`src/rtl/hardtanh_pipe.sv`:
```
// hardtanh_pipe: two-stage, multi-lane hardtanh clip with valid/ready handshakes.
//   S1 registers the input lanes together with the clip bounds, so each beat
//   carries its own bounds. S2 registers the clipped lanes and drives the output.
//   Optional feature macro: HARDTANH_CLIPCNT_EN enables per-lane clip detection
//   and the saturating clip_count. Without it, clip_count is tied to zero.
module hardtanh_pipe #(
    parameter int DATA_W = 16,
    parameter int FRAC_W = 8,
    parameter int LANES  = 4
) (
    input  logic                      clk,
    input  logic                      rst,
    input  logic                      valid_in,
    output logic                      ready_in,
    input  logic [LANES*DATA_W-1:0]   input_data,
    input  logic [DATA_W-1:0]         min_val,
    input  logic [DATA_W-1:0]         max_val,
    output logic                      valid_out,
    input  logic                      ready_out,
    output logic [LANES*DATA_W-1:0]   output_data,
    input  logic                      clr_count,
    output logic [31:0]               clip_count
);

    localparam int VEC_W = LANES * DATA_W;

    // Max-then-min order: with inverted bounds every lane ends up at hi.
    function automatic logic [DATA_W-1:0] clip_lane(input logic [DATA_W-1:0] x,
                                                    input logic [DATA_W-1:0] lo,
                                                    input logic [DATA_W-1:0] hi);
        logic [DATA_W-1:0] t;
        t = ($signed(x) < $signed(lo)) ? lo : x;
        return ($signed(t) > $signed(hi)) ? hi : t;
    endfunction

    // FRAC_W only documents the fixed-point format; the compares ignore it.
    logic unused_frac_s;
    assign unused_frac_s = (FRAC_W > DATA_W) ? 1'b1 : 1'b0;

    logic              s1_valid_r;
    logic [VEC_W-1:0]  s1_data_r;
    logic [DATA_W-1:0] s1_min_r;
    logic [DATA_W-1:0] s1_max_r;
    logic              s2_valid_r;
    logic [VEC_W-1:0]  s2_data_r;
    logic [VEC_W-1:0]  clip_data_s;
    logic              s2_ready_s;
    logic              s1_ready_s;

    // A stage may load when it is empty or its contents move on this cycle.
    assign s2_ready_s  = !s2_valid_r || ready_out;
    assign s1_ready_s  = !s1_valid_r || s2_ready_s;
    assign ready_in    = !rst && s1_ready_s;
    assign valid_out   = s2_valid_r;
    assign output_data = s2_data_r;

    // Clip every S1 lane against the bounds captured with that beat.
    always_comb begin
        clip_data_s = '0;
        for (int i = 0; i < LANES; i++) begin
            clip_data_s[i*DATA_W +: DATA_W] =
                clip_lane(s1_data_r[i*DATA_W +: DATA_W], s1_min_r, s1_max_r);
        end
    end

    // Stage registers: S1 captures accepted beats, S2 captures clipped results.
    always_ff @(posedge clk) begin
        if (rst) begin
            s1_valid_r <= 1'b0;
            s1_data_r  <= '0;
            s1_min_r   <= '0;
            s1_max_r   <= '0;
            s2_valid_r <= 1'b0;
            s2_data_r  <= '0;
        end else begin
            if (s2_ready_s) begin
                s2_valid_r <= s1_valid_r;
                if (s1_valid_r) begin
                    s2_data_r <= clip_data_s;
                end
            end
            if (s1_ready_s) begin
                s1_valid_r <= valid_in;
                if (valid_in) begin
                    s1_data_r <= input_data;
                    s1_min_r  <= min_val;
                    s1_max_r  <= max_val;
                end
            end
        end
    end

`ifdef HARDTANH_CLIPCNT_EN
    localparam int NCL_W = $clog2(LANES + 1);

    // A lane sitting exactly on a bound is not counted as clipped.
    function automatic logic is_clipped(input logic [DATA_W-1:0] x,
                                        input logic [DATA_W-1:0] lo,
                                        input logic [DATA_W-1:0] hi);
        return ($signed(x) < $signed(lo)) || ($signed(x) > $signed(hi));
    endfunction

    logic [NCL_W-1:0] nclip_s;
    logic [NCL_W-1:0] s2_nclip_r;
    logic [31:0]      clip_count_r;
    logic [32:0]      sum_s;

    // Count clipped lanes of the beat currently in S1.
    always_comb begin
        nclip_s = '0;
        for (int i = 0; i < LANES; i++) begin
            nclip_s = nclip_s + NCL_W'(is_clipped(s1_data_r[i*DATA_W +: DATA_W],
                                                  s1_min_r, s1_max_r));
        end
    end

    assign sum_s      = {1'b0, clip_count_r} + 33'(s2_nclip_r);
    assign clip_count = clip_count_r;

    // Carry the clip tally alongside S2; add it on output transfer, saturating.
    always_ff @(posedge clk) begin
        if (rst) begin
            s2_nclip_r   <= '0;
            clip_count_r <= 32'd0;
        end else begin
            if (s2_ready_s && s1_valid_r) begin
                s2_nclip_r <= nclip_s;
            end
            if (clr_count) begin
                clip_count_r <= 32'd0;
            end else if (s2_valid_r && ready_out) begin
                clip_count_r <= sum_s[32] ? 32'hFFFF_FFFF : sum_s[31:0];
            end
        end
    end
`else
    logic unused_clr_s;
    assign unused_clr_s = clr_count;
    assign clip_count   = 32'd0;
`endif

endmodule

```
`config.mk`:
```
export PLATFORM = sky130hd
export DESIGN_NAME = hardtanh_pipe
export DESIGN_NICKNAME = d
export VERILOG_FILES = /design/src/rtl/hardtanh_pipe.sv
export SDC_FILE = /design/constraint.sdc
export NUM_CORES = 1
export LEC_CHECK = 0
export CAP_MARGIN = 20
export CORE_UTILIZATION = 40
export CTS_CLUSTER_DIAMETER = 80
export DETAILED_ROUTE_END_ITERATION = 8
export PLACE_DENSITY = 0.72
export SETUP_SLACK_MARGIN = 0.2
export SLEW_MARGIN = 30
export SYNTH_ARGS = -nofsm -noshare
export SYNTH_HDL_FRONTEND = slang
export SYNTH_SLANG_ARGS = --single-unit
```
`constraint.sdc`:
```
create_clock -name clk -period 5.67 [get_ports clk]
set_clock_uncertainty 0.05 [all_clocks]
set_input_delay 0.8505 -clock clk [delete_from_list [all_inputs] [get_ports clk]]
set_output_delay 0.8505 -clock clk [all_outputs]
set_load 0.1 [all_outputs]
```
==> metrics <==
CTS Buf Count 17; pre-CTS setup slack roughly 0.27 ns; Setup Viol. Count Final 0; number of nets in the layout 1,561; Clk Tree Root Cell clkbuf_16; crit path DAT ~5.5 ns; sequential group share of total power between 30 and 40%; internal power approximately 2400 uW; clock share of power between 30% and 40%; Synth Cell Area around 10,000 um^2; Worst Reg-to-Reg Cells 16; # Max-Cap Violations 0; sw frac 37.50%; period utilization 91.84%; DRT Wirelength between 30,000 and 40,000 um; Routed Antenna Nets 0; Hold EP output_data[6]$_SDFFE_PP0P_; Setup CP Type register to register; Hold Path Depth 2; Initial Util about two fifths; dominant synthesized flop cell dfxtp_1; vias per inst between 5 and 6; die area ~26,000 um^2; antenna violations before repair 0; placed standard-cell area approximately 12,000 um^2; DRT iter0 DRCs a little under 900; GRT overflow 0; area occupied by multi-input gates between 6000 and 7000 um^2; DRC 0; Clock transition at path regs 0.06 ns; largest net degree at the start of global routing roughly 100; Critical R2R Capture output_data[8]$_SDFFE_PP0P_; Mapped Cells 1,207; Core ar. about 25,000 um^2; RSZ-0062 raised after global routing no; Worst Tran Pin Value between 1 and 1.5 ns; fmax slightly below 200 MHz; Clk Latency, worst-skew pair around 0.44 ns; Final HPWL DP 24,740 um; PD cells 308.9 nW/um^2; H-Tree Level Count 4; Tmin final ~5.2 ns; vias in the first global route between 9,000 and 10,000; setup_tns 0 ns; wire per inst between 15 and 20 um; Worst slew margin between 30 and 40%; Avg Cell Area, Syn around 8.4 um^2; CTS tree yes; outcome completed; Seq. cell area ~3200 um^2; Crit Path Max Fanout 32; Total GRT Usage 25.32%; post-synthesis sequential area ratio a little under a third; number of I/O port buffers between 150 and 200; static leakage 0.005507 uW; final worst setup slack ~0.46 ns; flop2flop setup slack 0.46 ns; ys async rst share 0%; Post-synth EDFFs 0; Setup Buffers After CTS 0; Final Power around 4000 uW; reg2reg start s1_min_r[7]$_SDFFE_PP0P_; final hold vios 0; cell area after layout roughly 13,000 um^2; Synth Register Bits between 150 and 200; Die Y between 150 and 200 um; HP Class register to register; Layout area overhead 24.21%; fillers ~2,300; Bufs on Longest Clock Path 2; Distinct cells, synth 60; Hold Startpoint output_data[6]$_SDFFE_PP0P_; Worst IR Drop VDD ~0.00015 V; crit start category register; layout cells sized above 1 6.301%; row cnt 57; IO Pins between 150 and 200; CP required between 5 and 6 ns; Clock Sink Count between 150 and 200; Hold WS 0.4171 ns; Switch Pwr about 1500 uW; First-pass DRT Iterations 6; first-pass GRT wire length roughly 50,000 um; Die W between 150 and 200 um; diode count 0; routability cong. between 0.9 and 1; CP Capture Type register; via count roughly 9,600; Comb power frac 34.0%; synth warn 0; final slew viol count 0
-- how the worst max path moves through the flow --
stage                         startpoint                           end  slack (ns)  cells past startpoint
3_3_place_gp   s1_min_r[15]$_SDFFE_PP0P_  output_data[37]$_SDFFE_PP0P_        0.42                     17
3_5_place_dp   s1_min_r[15]$_SDFFE_PP0P_  output_data[37]$_SDFFE_PP0P_        0.27                     17
5_1_grt         s1_min_r[2]$_SDFFE_PP0P_   output_data[7]$_SDFFE_PP0P_        0.27                     17
2_1_floorplan  s1_min_r[15]$_SDFFE_PP0P_  output_data[53]$_SDFFE_PP0P_        1.35                     19
6_report        s1_min_r[7]$_SDFFE_PP0P_   output_data[8]$_SDFFE_PP0P_        0.46                     16
4_1_cts        s1_min_r[15]$_SDFFE_PP0P_  output_data[37]$_SDFFE_PP0P_        0.24                     17
-- cell usage after synthesis (all sizes together) (5+ instances only) --
master	count	area [um^2]
a2111oi	6	96.34
a21o	45	337.8
a21oi	135	675.7
a32o	15	150.1
a32oi	34	297.8
buf	48	342.8
clkbuf	57	214.0
dfxtp	162	3243
ha	124	1551
inv	68	255.2
mux2	17	191.4
mux2i	50	504.2
nand2	249	934.7
nand3	28	140.1
nand4	17	106.4
nor2	14	52.55
nor2b	5	31.28
o211ai	5	37.54
o21ai	15	75.07
o221ai	16	140.1
o31ai	49	381.6
-- cells by family (layout without fill, tap and decap cells) --
| family | after synthesis | in the layout | synth area share [%] |
|---|---|---|---|
| AOI/OAI and AO/OA | 341 | 341 | 23.49 |
| adders and majority gates | 124 | 124 | 15.29 |
| buffers and inverters | 173 | 284 | 8.003 |
| DFF | 162 | 162 | 31.96 |
| muxes | 67 | 67 | 6.857 |
| other | 1 | 32 | 0.03696 |
| and+or+nand+nor | 339 | 339 | 14.35 |
-- area by class of cell --
| class | instances | area share, % |
|---|---|---|
| tap | 324 | 3.217 |
| clock buffer | 20 | 3.465 |
| timing repair buffer | 184 | 14.31 |
| sequential | 162 | 25.73 |
| clock inverter | 12 | 1.628 |
| multi-input combinational | 903 | 49.62 |
| inverter | 68 | 2.025 |
-- cells in the final DEF, fill, tap and decap left out, types with 28 or more instances in the layout --
cell and n:
mux2i_1 49, o31ai_1 48, a21o_1 45, ha_1 124, dfxtp_1 162, inv_1 68
clkdlybuf4s50_1 163, nand2_1 247, a32oi_1 34, conb_1 32, nand3_1 28, a21oi_1 134
-- stage by stage --
stage          util (%)  cells
3_3_place_gp      48.51   1640
4_1_cts           51.19   1673
6_report          51.22   1673
5_1_grt           51.22   1673
2_1_floorplan         -   1238
3_5_place_dp      48.58   1641
-- layer usage --
metal / vias up / GRT usage [%] / part of all wire (%)
li1: 4565 / - / -
met4: 0 / 10.42 / 3.4
met3: 68 / 5.059 / 7.7
met2: 447 / 39.77 / 45
met1: 4483 / 33.80 / 44
met5: - / 0 / 0
-- worst max-delay path: stages, from the launching register on --
cell and delay [ns]:
dfxtp_1 0.58, inv_1 0.26, ha_1 0.36, nand2_1 0.07
nor4_1 0.30, o2111a_1 0.26, a2bb2oi_4 0.54, mux2i_1 0.45
inv_1 0.09, ha_1 0.29, nand4_1 0.11, or2_1 0.30
nor3_1 0.38, a21oi_1 0.08, mux2_2 0.52, a32oi_1 0.31
o31ai_1 0.09
-- registers in the layout, summed over array words and instances (netlist names) --
register,cells
output_data,64
s1_min_r,16
s1_data_r,64
s1_valid_r,1
valid_out,1
s1_max_r,16
-- what timing repair did --
| item | CTS | global route |
|---|---|---|
| hold buffers | 0 | 0 |
| endpoints found under the setup margin | 0 | 20 |
| resized for setup | 0 | 2 |
-- power groups by stage --
stage	Combinational, uW	Sequential, uW	Clock [uW]
2_1_floorplan	798	1460	0
3_3_place_gp	1280	1310	0
3_5_place_dp	1300	1310	0
4_1_cts	1310	1280	1300
5_1_grt	1420	1290	1350
6_report	1320	1290	1280
Power figures use the tool's default switching activity.
